### src/rtl/link_fault_sm_param.sv
// Link-fault detector for the XGMII receive path: qualifies ||LF||/||RF|| ordered sets
// column by column and drives fault status, a change pulse and saturating event counters.
module link_fault_sm_param #(
    parameter int DATA_WIDTH = 64,
    parameter int COL_THRESH = 128,
    parameter int SEQ_THRESH = 4,
    parameter int CNT_WIDTH  = 16
) (
    input  logic                    clk_xgmii_rx,
    input  logic                    reset_xgmii_rx,
    input  logic [DATA_WIDTH-1:0]   xgmii_rxd,
    input  logic [DATA_WIDTH/8-1:0] xgmii_rxc,
    input  logic                    fault_det_en,
    input  logic                    cnt_clr,
    output logic                    local_fault,
    output logic                    remote_fault,
    output logic                    fault_change,
    output logic [CNT_WIDTH-1:0]    lf_event_cnt,
    output logic [CNT_WIDTH-1:0]    rf_event_cnt
);
    localparam int NCOL = DATA_WIDTH / 32;
    localparam int CW   = $clog2(COL_THRESH + 1);
    localparam int SW   = $clog2(SEQ_THRESH + 1);
    localparam logic [CW-1:0] COL_LAST = CW'(COL_THRESH - 1);
    localparam logic [SW-1:0] SEQ_LAST = SW'(SEQ_THRESH - 1);

    typedef enum logic [1:0] {
        IDLE  = 2'd0,
        COUNT = 2'd1,
        FAULT = 2'd2
    } state_t;

    state_t                r_state, w_state;
    logic [SW-1:0]         r_seq_cnt, w_seq_cnt;
    logic [CW-1:0]         r_col_cnt, w_col_cnt;
    logic                  r_last_rf, w_last_rf;
    logic                  r_local, r_remote, w_local, w_remote;
    logic                  w_en_local, w_en_remote;
    logic                  r_change;
    logic [CNT_WIDTH-1:0]  r_lf_cnt, r_rf_cnt;
    logic [NCOL-1:0]       w_col_fault, w_col_rf;

    // Classify each 32-bit column as LF, RF or non-fault
    always_comb begin
        w_col_fault = '0;
        w_col_rf    = '0;
        for (int c = 0; c < NCOL; c++) begin
            if (xgmii_rxc[4*c +: 4] == 4'b0001 && xgmii_rxd[32*c +: 8] == 8'h9C &&
                xgmii_rxd[32*c+8 +: 16] == 16'h0000 &&
                (xgmii_rxd[32*c+24 +: 8] == 8'h01 || xgmii_rxd[32*c+24 +: 8] == 8'h02)) begin
                w_col_fault[c] = 1'b1;
                w_col_rf[c]    = (xgmii_rxd[32*c+24 +: 8] == 8'h02);
            end else begin
                w_col_fault[c] = 1'b0;
                w_col_rf[c]    = 1'b0;
            end
        end
    end

    // Walk the columns in ascending order; in FAULT the active type is held in w_remote
    always_comb begin
        w_state   = r_state;
        w_seq_cnt = r_seq_cnt;
        w_col_cnt = r_col_cnt;
        w_last_rf = r_last_rf;
        w_local   = r_local;
        w_remote  = r_remote;
        for (int c = 0; c < NCOL; c++) begin
            case (w_state)
                IDLE: begin
                    if (w_col_fault[c]) begin
                        w_last_rf = w_col_rf[c];
                        w_seq_cnt = SW'(1);
                        w_col_cnt = '0;
                        w_state   = COUNT;
                    end else begin
                        w_state   = IDLE;
                    end
                end
                COUNT, FAULT: begin
                    if (w_col_fault[c]) begin
                        w_col_cnt = '0;
                        if (w_state == FAULT && w_col_rf[c] == w_remote) begin
                            w_seq_cnt = '0;
                        end else if (w_col_rf[c] != w_last_rf) begin
                            w_last_rf = w_col_rf[c];
                            w_seq_cnt = SW'(1);
                        end else if (w_seq_cnt == SEQ_LAST) begin
                            w_state   = FAULT;
                            w_local   = ~w_col_rf[c];
                            w_remote  = w_col_rf[c];
                            w_seq_cnt = '0;
                        end else begin
                            w_seq_cnt = w_seq_cnt + SW'(1);
                        end
                    end else if (w_col_cnt == COL_LAST) begin
                        w_state   = IDLE;
                        w_seq_cnt = '0;
                        w_col_cnt = '0;
                        w_local   = 1'b0;
                        w_remote  = 1'b0;
                    end else begin
                        w_col_cnt = w_col_cnt + CW'(1);
                    end
                end
                default: begin
                    w_state   = IDLE;
                    w_seq_cnt = '0;
                    w_col_cnt = '0;
                    w_local   = 1'b0;
                    w_remote  = 1'b0;
                end
            endcase
        end
    end

    assign w_en_local  = fault_det_en & w_local;
    assign w_en_remote = fault_det_en & w_remote;

    // Qualification state register; disabling the detector discards all progress
    always_ff @(posedge clk_xgmii_rx) begin
        if (reset_xgmii_rx) begin
            r_state   <= IDLE;
            r_seq_cnt <= '0;
            r_col_cnt <= '0;
            r_last_rf <= 1'b0;
        end else if (!fault_det_en) begin
            r_state   <= IDLE;
            r_seq_cnt <= '0;
            r_col_cnt <= '0;
            r_last_rf <= r_last_rf;
        end else begin
            r_state   <= w_state;
            r_seq_cnt <= w_seq_cnt;
            r_col_cnt <= w_col_cnt;
            r_last_rf <= w_last_rf;
        end
    end

    // Fault status and its change pulse
    always_ff @(posedge clk_xgmii_rx) begin
        if (reset_xgmii_rx) begin
            r_local  <= 1'b0;
            r_remote <= 1'b0;
            r_change <= 1'b0;
        end else begin
            r_local  <= w_en_local;
            r_remote <= w_en_remote;
            r_change <= (w_en_local != r_local) || (w_en_remote != r_remote);
        end
    end

    // Saturating entry counters; a clear beats a same-cycle entry
    always_ff @(posedge clk_xgmii_rx) begin
        if (reset_xgmii_rx || cnt_clr) begin
            r_lf_cnt <= '0;
            r_rf_cnt <= '0;
        end else begin
            if (w_en_local && !r_local && r_lf_cnt != {CNT_WIDTH{1'b1}}) begin
                r_lf_cnt <= r_lf_cnt + CNT_WIDTH'(1);
            end else begin
                r_lf_cnt <= r_lf_cnt;
            end
            if (w_en_remote && !r_remote && r_rf_cnt != {CNT_WIDTH{1'b1}}) begin
                r_rf_cnt <= r_rf_cnt + CNT_WIDTH'(1);
            end else begin
                r_rf_cnt <= r_rf_cnt;
            end
        end
    end

    assign local_fault  = r_local;
    assign remote_fault = r_remote;
    assign fault_change = r_change;
    assign lf_event_cnt = r_lf_cnt;
    assign rf_event_cnt = r_rf_cnt;
endmodule

### config.mk
export PLATFORM = sky130hd
export DESIGN_NAME = link_fault_sm_param
export DESIGN_NICKNAME = d
export VERILOG_FILES = /design/src/rtl/link_fault_sm_param.sv
export SDC_FILE = /design/constraint.sdc
export NUM_CORES = 1
export LEC_CHECK = 0
export CORE_MARGIN = 2
export CORE_UTILIZATION = 48
export DETAILED_ROUTE_END_ITERATION = 8
export PLACE_DENSITY_LB_ADDON = 0.1
export SYNTH_ARGS = -nofsm -noshare
export SYNTH_HDL_FRONTEND = slang
export SYNTH_SLANG_ARGS = --single-unit
### constraint.sdc
create_clock -name clk_xgmii_rx -period 5 [get_ports clk_xgmii_rx]
set_input_delay 0.5 -clock clk_xgmii_rx [delete_from_list [all_inputs] [get_ports clk_xgmii_rx]]
set_output_delay 0.5 -clock clk_xgmii_rx [all_outputs]
set_load 0.005 [all_outputs]
* After elaboration in Yosys (flattened, before gate mapping)
Index checks and enable logic that the tools add are counted.
Storage, ports and cells: register bits 49, bits in latches 0, bits in writable memories 0, ROM bits 0, output and inout bits 35, logic and storage cells 143, memories kept 0
Operators by class: $add $sub $neg 6, $mul 0, divide/modulo/power cells 0, order comparisons 0, equality and inequality tests 24, shifts and indexed selects 0, multiplexer cells 74, bitwise operators 5, reduce and logical (&&, ||, !) cells 25
Operator list (count):
- $mux W8 | 6
- $mux W3 | 12
- $mux W1 | 34
- $add A16 B1 Y16 const B | 2
- $logic_not A16 Y1 | 2
- $ne A16 B16 Y1 const B | 2
- $pmux W8 S2 | 2
- $mux W2 | 10
- $add A8 B1 Y8 const B | 2
- $eq A8 B1 Y1 const B | 2
- $eq A8 B2 Y1 const B | 2
- $eq A8 B7 Y1 const B | 2
- $eq A8 B8 Y1 const B | 2
- $logic_and A1 B1 Y1 | 12
- $pmux W1 S2 | 6
- $pmux W3 S2 | 2
- $eq A4 B1 Y1 const B | 2
- $pmux W2 S2 | 2
- $add A3 B1 Y3 const B | 2
- $eq A3 B2 Y1 const B | 2
- $reduce_or A2 Y1 | 3
- $eq A2 B1 Y1 const B | 2
- $eq A2 B2 Y1 const B | 2
- $logic_not A2 Y1 | 2
- other kinds (6) | 17

* Depth between registers and ports, before layout
Gate-level depths: netlist of the first run.
word-level depth 19, mapped depth 19, mapped depth without buffers 18

* Worst setup path after synthesis of the first run
Ideal clock, no wire load.
kind input-to-reg, start input port xgmii_rxd[25], end register r_lf_cnt[14], in the netlist lf_event_cnt[14], setup time 0.071 ns, arrival 4.033 ns, data required time 4.929 ns, setup slack 0.896 ns, stages on the path 16, buffers on the path 1, cell sequence nor2b_1 clkbuf_1 or3_1 a2111o_1 and3_1 a22oi_2 inv_1 ha_1 o41a_1 o22ai_1 a211oi_1 ha_1 o31ai_1 or3_1 or3_1 a21oi_1
Between the ends: word-level cells in the longest chain between the ends 18, elaborated cells on any way between the ends 56, those cells by class 10 x eq/ne; 36 x mux; 2 x bitwise; 8 x reduce/logical
RTL lines:
- start: declaration | line 11 | input logic [DATA_WIDTH-1:0] xgmii_rxd,
- $eq A8 B1 Y1 / $eq A8 B2 Y1 (equally long branches) | line 50, 52
- $logic_or A1 B1 Y1 | line 50 | (xgmii_rxd[32*c+24 +: 8] == 8'h01 || xgmii_rxd[32*c+24 +: 8] == 8'h02)) begin
- $logic_and A1 B1 Y1 | line 49 | xgmii_rxd[32*c+8 +: 16] == 16'h0000 &&
- $mux W1 | line 48 | if (xgmii_rxc[4*c +: 4] == 4'b0001 && xgmii_rxd[32*c +: 8] == 8'h9C &&
- $ne A1 B1 Y1, or another cell as far along | line 85 | end else if (w_col_rf[c] != w_last_rf) begin
- $mux W3, or another cell as far along | line 85
- $mux W3 / $mux W1 (equally long branches) | line 83, 85
- $mux W3 / $mux W1 (equally long branches) | line 81, 83
- [2 not listed]
- $mux W1 | line 88 | end else if (w_seq_cnt == SEQ_LAST) begin
- $mux W1 | line 85
- $mux W1 | line 83 | if (w_state == FAULT && w_col_rf[c] == w_remote) begin
- $mux W1 | line 81 | if (w_col_fault[c]) begin
- $pmux W1 S2 * | line 69 | case (w_state)
- $and A1 B1 Y1 * | line 117 | assign w_en_local = fault_det_en & w_local;
- net w_en_local | line 38 | logic w_en_local, w_en_remote;
- $logic_and A1 B1 Y1 * (2 in series) | line 159 | if (w_en_local && !r_local && r_lf_cnt != {CNT_WIDTH{1'b1}}) begin
- end signal: assignment | line 160 | r_lf_cnt <= r_lf_cnt + CNT_WIDTH'(1);
- end signal: assignment | line 162 | r_lf_cnt <= r_lf_cnt;
- end: declaration | line 40 | logic [CNT_WIDTH-1:0] r_lf_cnt, r_rf_cnt;
Mark *: on every way through the listed nets, which the timed path passes. The rest lies on a longest branch. A chain may end at the register's enable or synchronous reset.

* Final worst setup path of the first run
Same ends and word-level chain as after synthesis.

==> impl_results.md, run 1 <==
- CTS tree: built
- Synth cell types: 64
- XOR/XNOR share of the synthesized area: 7.86%
- Maximum vdd drop: 91.0 uV
- TNS Setup: 0 ns
- Cell depth of the worst setup path: 17
- Post-synthesis instance total: 459
- Cts hold-fix bufs: 0
- Core Footprint: 7210 um^2
- Flop pwr share: 47.3%
- Final worst-path cycle share: between 90% and 100%
- Pwr dens: about 170 nW/um^2
- Reg2reg end: lf_event_cnt[11]
- Synth warnings: 0
- Width of the die: 90.2 um
- Initial DRC count: 243
- Crit path cell chain: clkdlybuf4s50_1 -> nor2b_1 -> buf_4 -> or3_1 -> a2111o_1 -> and3_1 -> a22oi_2 -> inv_1 -> ha_1 -> o41a_1 -> o22ai_1 -> a211oi_1 -> ha_1 -> o31ai_1 -> or3_1 -> or3_1 -> a21oi_1
- Worst-Margin Slew: between 0.6 and 0.7 ns
- Row count: 31
- Worst R2R Setup Slack: 0.46 ns
- Most frequent CP cell: or3_1
- Status: finished, final reports clean
- CP required: ~5.3 ns
- Worst r2r src: r_state[1]
- Max Fanout on Critical Path: 7
- Switching Share: 21.2%
- Pre-CTS setup slack: 0.141 ns
- Port bufs: 110
- Clock slew at reported path FFs: ~0.1 ns
- Area leader, netlist: dfxtp_1
- Setup Buffers After CTS: 0
- Diodes inserted: 0
- Post-Synth Simple-Gate Area: 34.2%
- Async set-or-reset flop fraction in the synthesized netlist: 0%
- CP Capture Point: lf_event_cnt[14]
- Final number of hold-violating endpoints: 0
- Sw power: 175 uW
- Initial antenna violation count: 0
- Buffers and inverters on the worst path: 3
- DIE AREA: 8130 um^2
- CP Class: input port to flip-flop
- Logic gate share of total power: a little over a tenth
- Critical Path Max Stage Delay: 0.46 ns
- EDFF count, synth: 0
- 1st-pass router iterations: 5
- Clk_lat worst skew: 0.31 ns
- Total Wirelength: between 10,000 and 15,000 um
- Boundary pin count: 111
- Most used DFF post-synth: dfxtp_1
- GRT Resource Usage Total: between 20 and 30%
- Worst Path Arrival: 4.82 ns
- Post-cts resize count: 0
- Internal: 652 uW
- Clock root buffer: clkbuf_8
- Synth Area in Compound Gates: 20.5%
- Clock skew: 0.0127 ns
- DRC violations left: 0
- CTS sink cnt: 49
- Vias: 3,958
- Area share of the largest cell type after synthesis: 27.5%
- Placed wire-length estimate: 8200 um
- Worst Slack Setup Final: between 0.4 and 0.5 ns
- Static Leak: 1.65 nW
- CP max-delay cell: clkdlybuf4s50_1
- Fraction of layout cells with a size suffix above 1: under 10%
- Avg Inst Size Synth: 7.77 um^2
- Post-synthesis adder-cell area fraction: just under 5%
- Multiplexer area fraction after synthesis: between 1 and 1.5%
- Max Slew Vio Count: 0
- Final core occ: 68.1%
- GRT overflow: 0
- Die Y: 90.2 um
- Total of max-cap violations: 0
- P&R area growth vs syn: 37.9%
- Kind of cell adding the most delay to the critical path: compound AO/OA/AOI/OAI gates
- Largest net degree at the start of global routing: 33
- NumNets Final: roughly 660
- Flops & latches, synth: 49
- CP startpoint kind: input port
- First-pass GRT wire length: between 15,000 and 20,000 um
- Post-Syn Area: 3560 um^2
- H-tree depth: 2
- Worst setup path start: xgmii_rxd[25]
- Hold crit path type: flip-flop to flip-flop
- Max Clk Rate: ~0.22 GHz
- Vias in the first global route: 3,721
- ANT nets after route: 0
- FF-to-FF path depth: 16
- Hold path depth: 2
- Num CTS Buffers: 5
- Largest family of logic cells by synthesized area: simple AND/OR/NAND/NOR gates
- Final critical-path required period: 4.57 ns
- Relative slew slack: 57.2%
- RePlAce Congestion: 0.969
- Syn nets: 549
- Synth top area cells: dfxtp_1, nor2_1, ha_1
- Via-per-instance ratio: 5.94
- DR WL/cell: 15.6 um
- Crit path capture type: flip-flop
- Setup violators final: 0
- Register area share after synthesis: around 28%
- Initial Util: 49.4%
- RSZ-0062 raised after global routing: false
- Longest Clk Path Bufs: 2
- Clock Power Share: 42.0%
==> stage by stage <==
| stage | hold slack, ns | total power [mW] | std cells | instance area (um^2) |
|---|---|---|---|---|
| 2_1_floorplan | 0.481 | 0.421 | 459 | 3560 |
| 3_3_place_gp | 0.489 | 0.487 | 658 | 4780 |
| 3_5_place_dp | 0.492 | 0.488 | 658 | 4780 |
| 4_1_cts | 0.507 | 0.830 | 666 | 4920 |
| 5_1_grt | 0.545 | 0.853 | 666 | 4920 |
| 6_report | 0.505 | 0.827 | 666 | 4920 |
==> cell families after synthesis <==
| kind of cell | count (synthesis) |
|---|---|
| fa+ha+maj | 14 |
| mux | 4 |
| flops | 49 |
| compound gates | 101 |
| simple gates | 224 |
| buf+inv | 35 |
| xor+xnor | 32 |
==> flip-flops by register name, indices dropped and copies added (netlist names) <==
register,flops
lf_event_cnt,16
rf_event_cnt,16
r_col_cnt,8
r_seq_cnt,3
r_state,2
fault_change,1
local_fault,1
r_last_rf,1
remote_fault,1
==> synthesized netlist by cell type, types with 5 or more instances <==
| cell type | n |
|---|---|
| nor2_1 | 52 |
| nand4_1 | 26 |
| nor4b_1 | 8 |
| xnor2_1 | 14 |
| nor2b_1 | 7 |
| nand2_1 | 31 |
| o21ai_0 | 11 |
| o21ai_1 | 5 |
| nor3_1 | 10 |
| clkbuf_1 | 15 |
| and3_1 | 15 |
| a22oi_1 | 8 |
| nand2b_1 | 8 |
| inv_1 | 16 |
| ha_1 | 14 |
| nor4_1 | 15 |
| xor2_1 | 18 |
| a211oi_1 | 7 |
| or3_1 | 12 |
| nand3_1 | 18 |
| dfxtp_1 | 49 |
| a21oi_1 | 21 |
==> per-layer routing <==
| metal | part of all wire [%] | track usage, % |
|---|---|---|
| met1 | 43 | 32.3 |
| met2 | 51 | 46.0 |
| met3 | 5.1 | 3.60 |
| met4 | 1.1 | 4.74 |
| met5 | 0 | 0 |
==> power by group through the flow <==
stage	Sequential [mW]	Combinational, mW	Clock [mW]
final	0.391	0.0886	0.348
after global routing	0.391	0.0950	0.366
after CTS	0.391	0.0886	0.351
after detailed placement	0.400	0.0882	0
after global placement	0.400	0.0865	0
after floorplan	0.399	0.0217	0
==> placed cells by master (no fill, tap or decap), types with 5 or more instances in the layout <==
cell type	instances
nor2b_1	7
a21oi_1	21
o21ai_0	11
or3_1	12
clkdlybuf4s50_1	110
nor4_1	15
xnor2_1	14
clkbuf_8	5
o21ai_1	5
nor4b_1	8
nand4_1	26
nand2b_1	8
nand2_1	31
inv_1	16
dfxtp_1	49
nor3_1	10
nand3_1	18
a22oi_1	8
ha_1	14
nor2_1	52
buf_4	9
a211oi_1	7
and3_1	15
xor2_1	18
==> worst reg2reg max path, delay by kind of cell (launching register included) <==
kind / cells / cell delay [ns]
flip-flops: 1 / 0.43
XOR/XNOR: 1 / 0.16
AND/OR/NAND/NOR: 4 / 0.67
buffers and inverters: 2 / 0.36
adder cells (fa/ha/maj): 3 / 1.10
AO/OA/AOI/OAI: 6 / 1.71
==> how the worst min path moves through the flow <==
stage                     start          endpoint  slack, ns
2_1_floorplan   lf_event_cnt[1]   lf_event_cnt[1]       0.48
3_3_place_gp   lf_event_cnt[12]  lf_event_cnt[12]       0.49
3_5_place_dp    lf_event_cnt[1]   lf_event_cnt[1]       0.49
4_1_cts         lf_event_cnt[1]   lf_event_cnt[1]       0.51
5_1_grt         lf_event_cnt[8]   lf_event_cnt[8]       0.54
6_report        lf_event_cnt[1]   lf_event_cnt[1]       0.51
==> final cells by class <==
class,count,area [um^2]
Sequential cell,49,981
Tap cell,99,124
Timing Repair Buffer,119,1170
Clock buffer,5,68.8
Fill cell,629,2300
Inverter,16,60.1
Multi-Input combinational cell,375,2440
Clock inverter,3,68.8
No activity file was read; power rests on OpenSTA's default activity.
==> run 2: changes to the inputs <==
SETUP_SLACK_MARGIN = 0.05   (was default)
==> results of run 2 <==
Same layout as run 1: the final DEF is identical, and so are final timing and power.
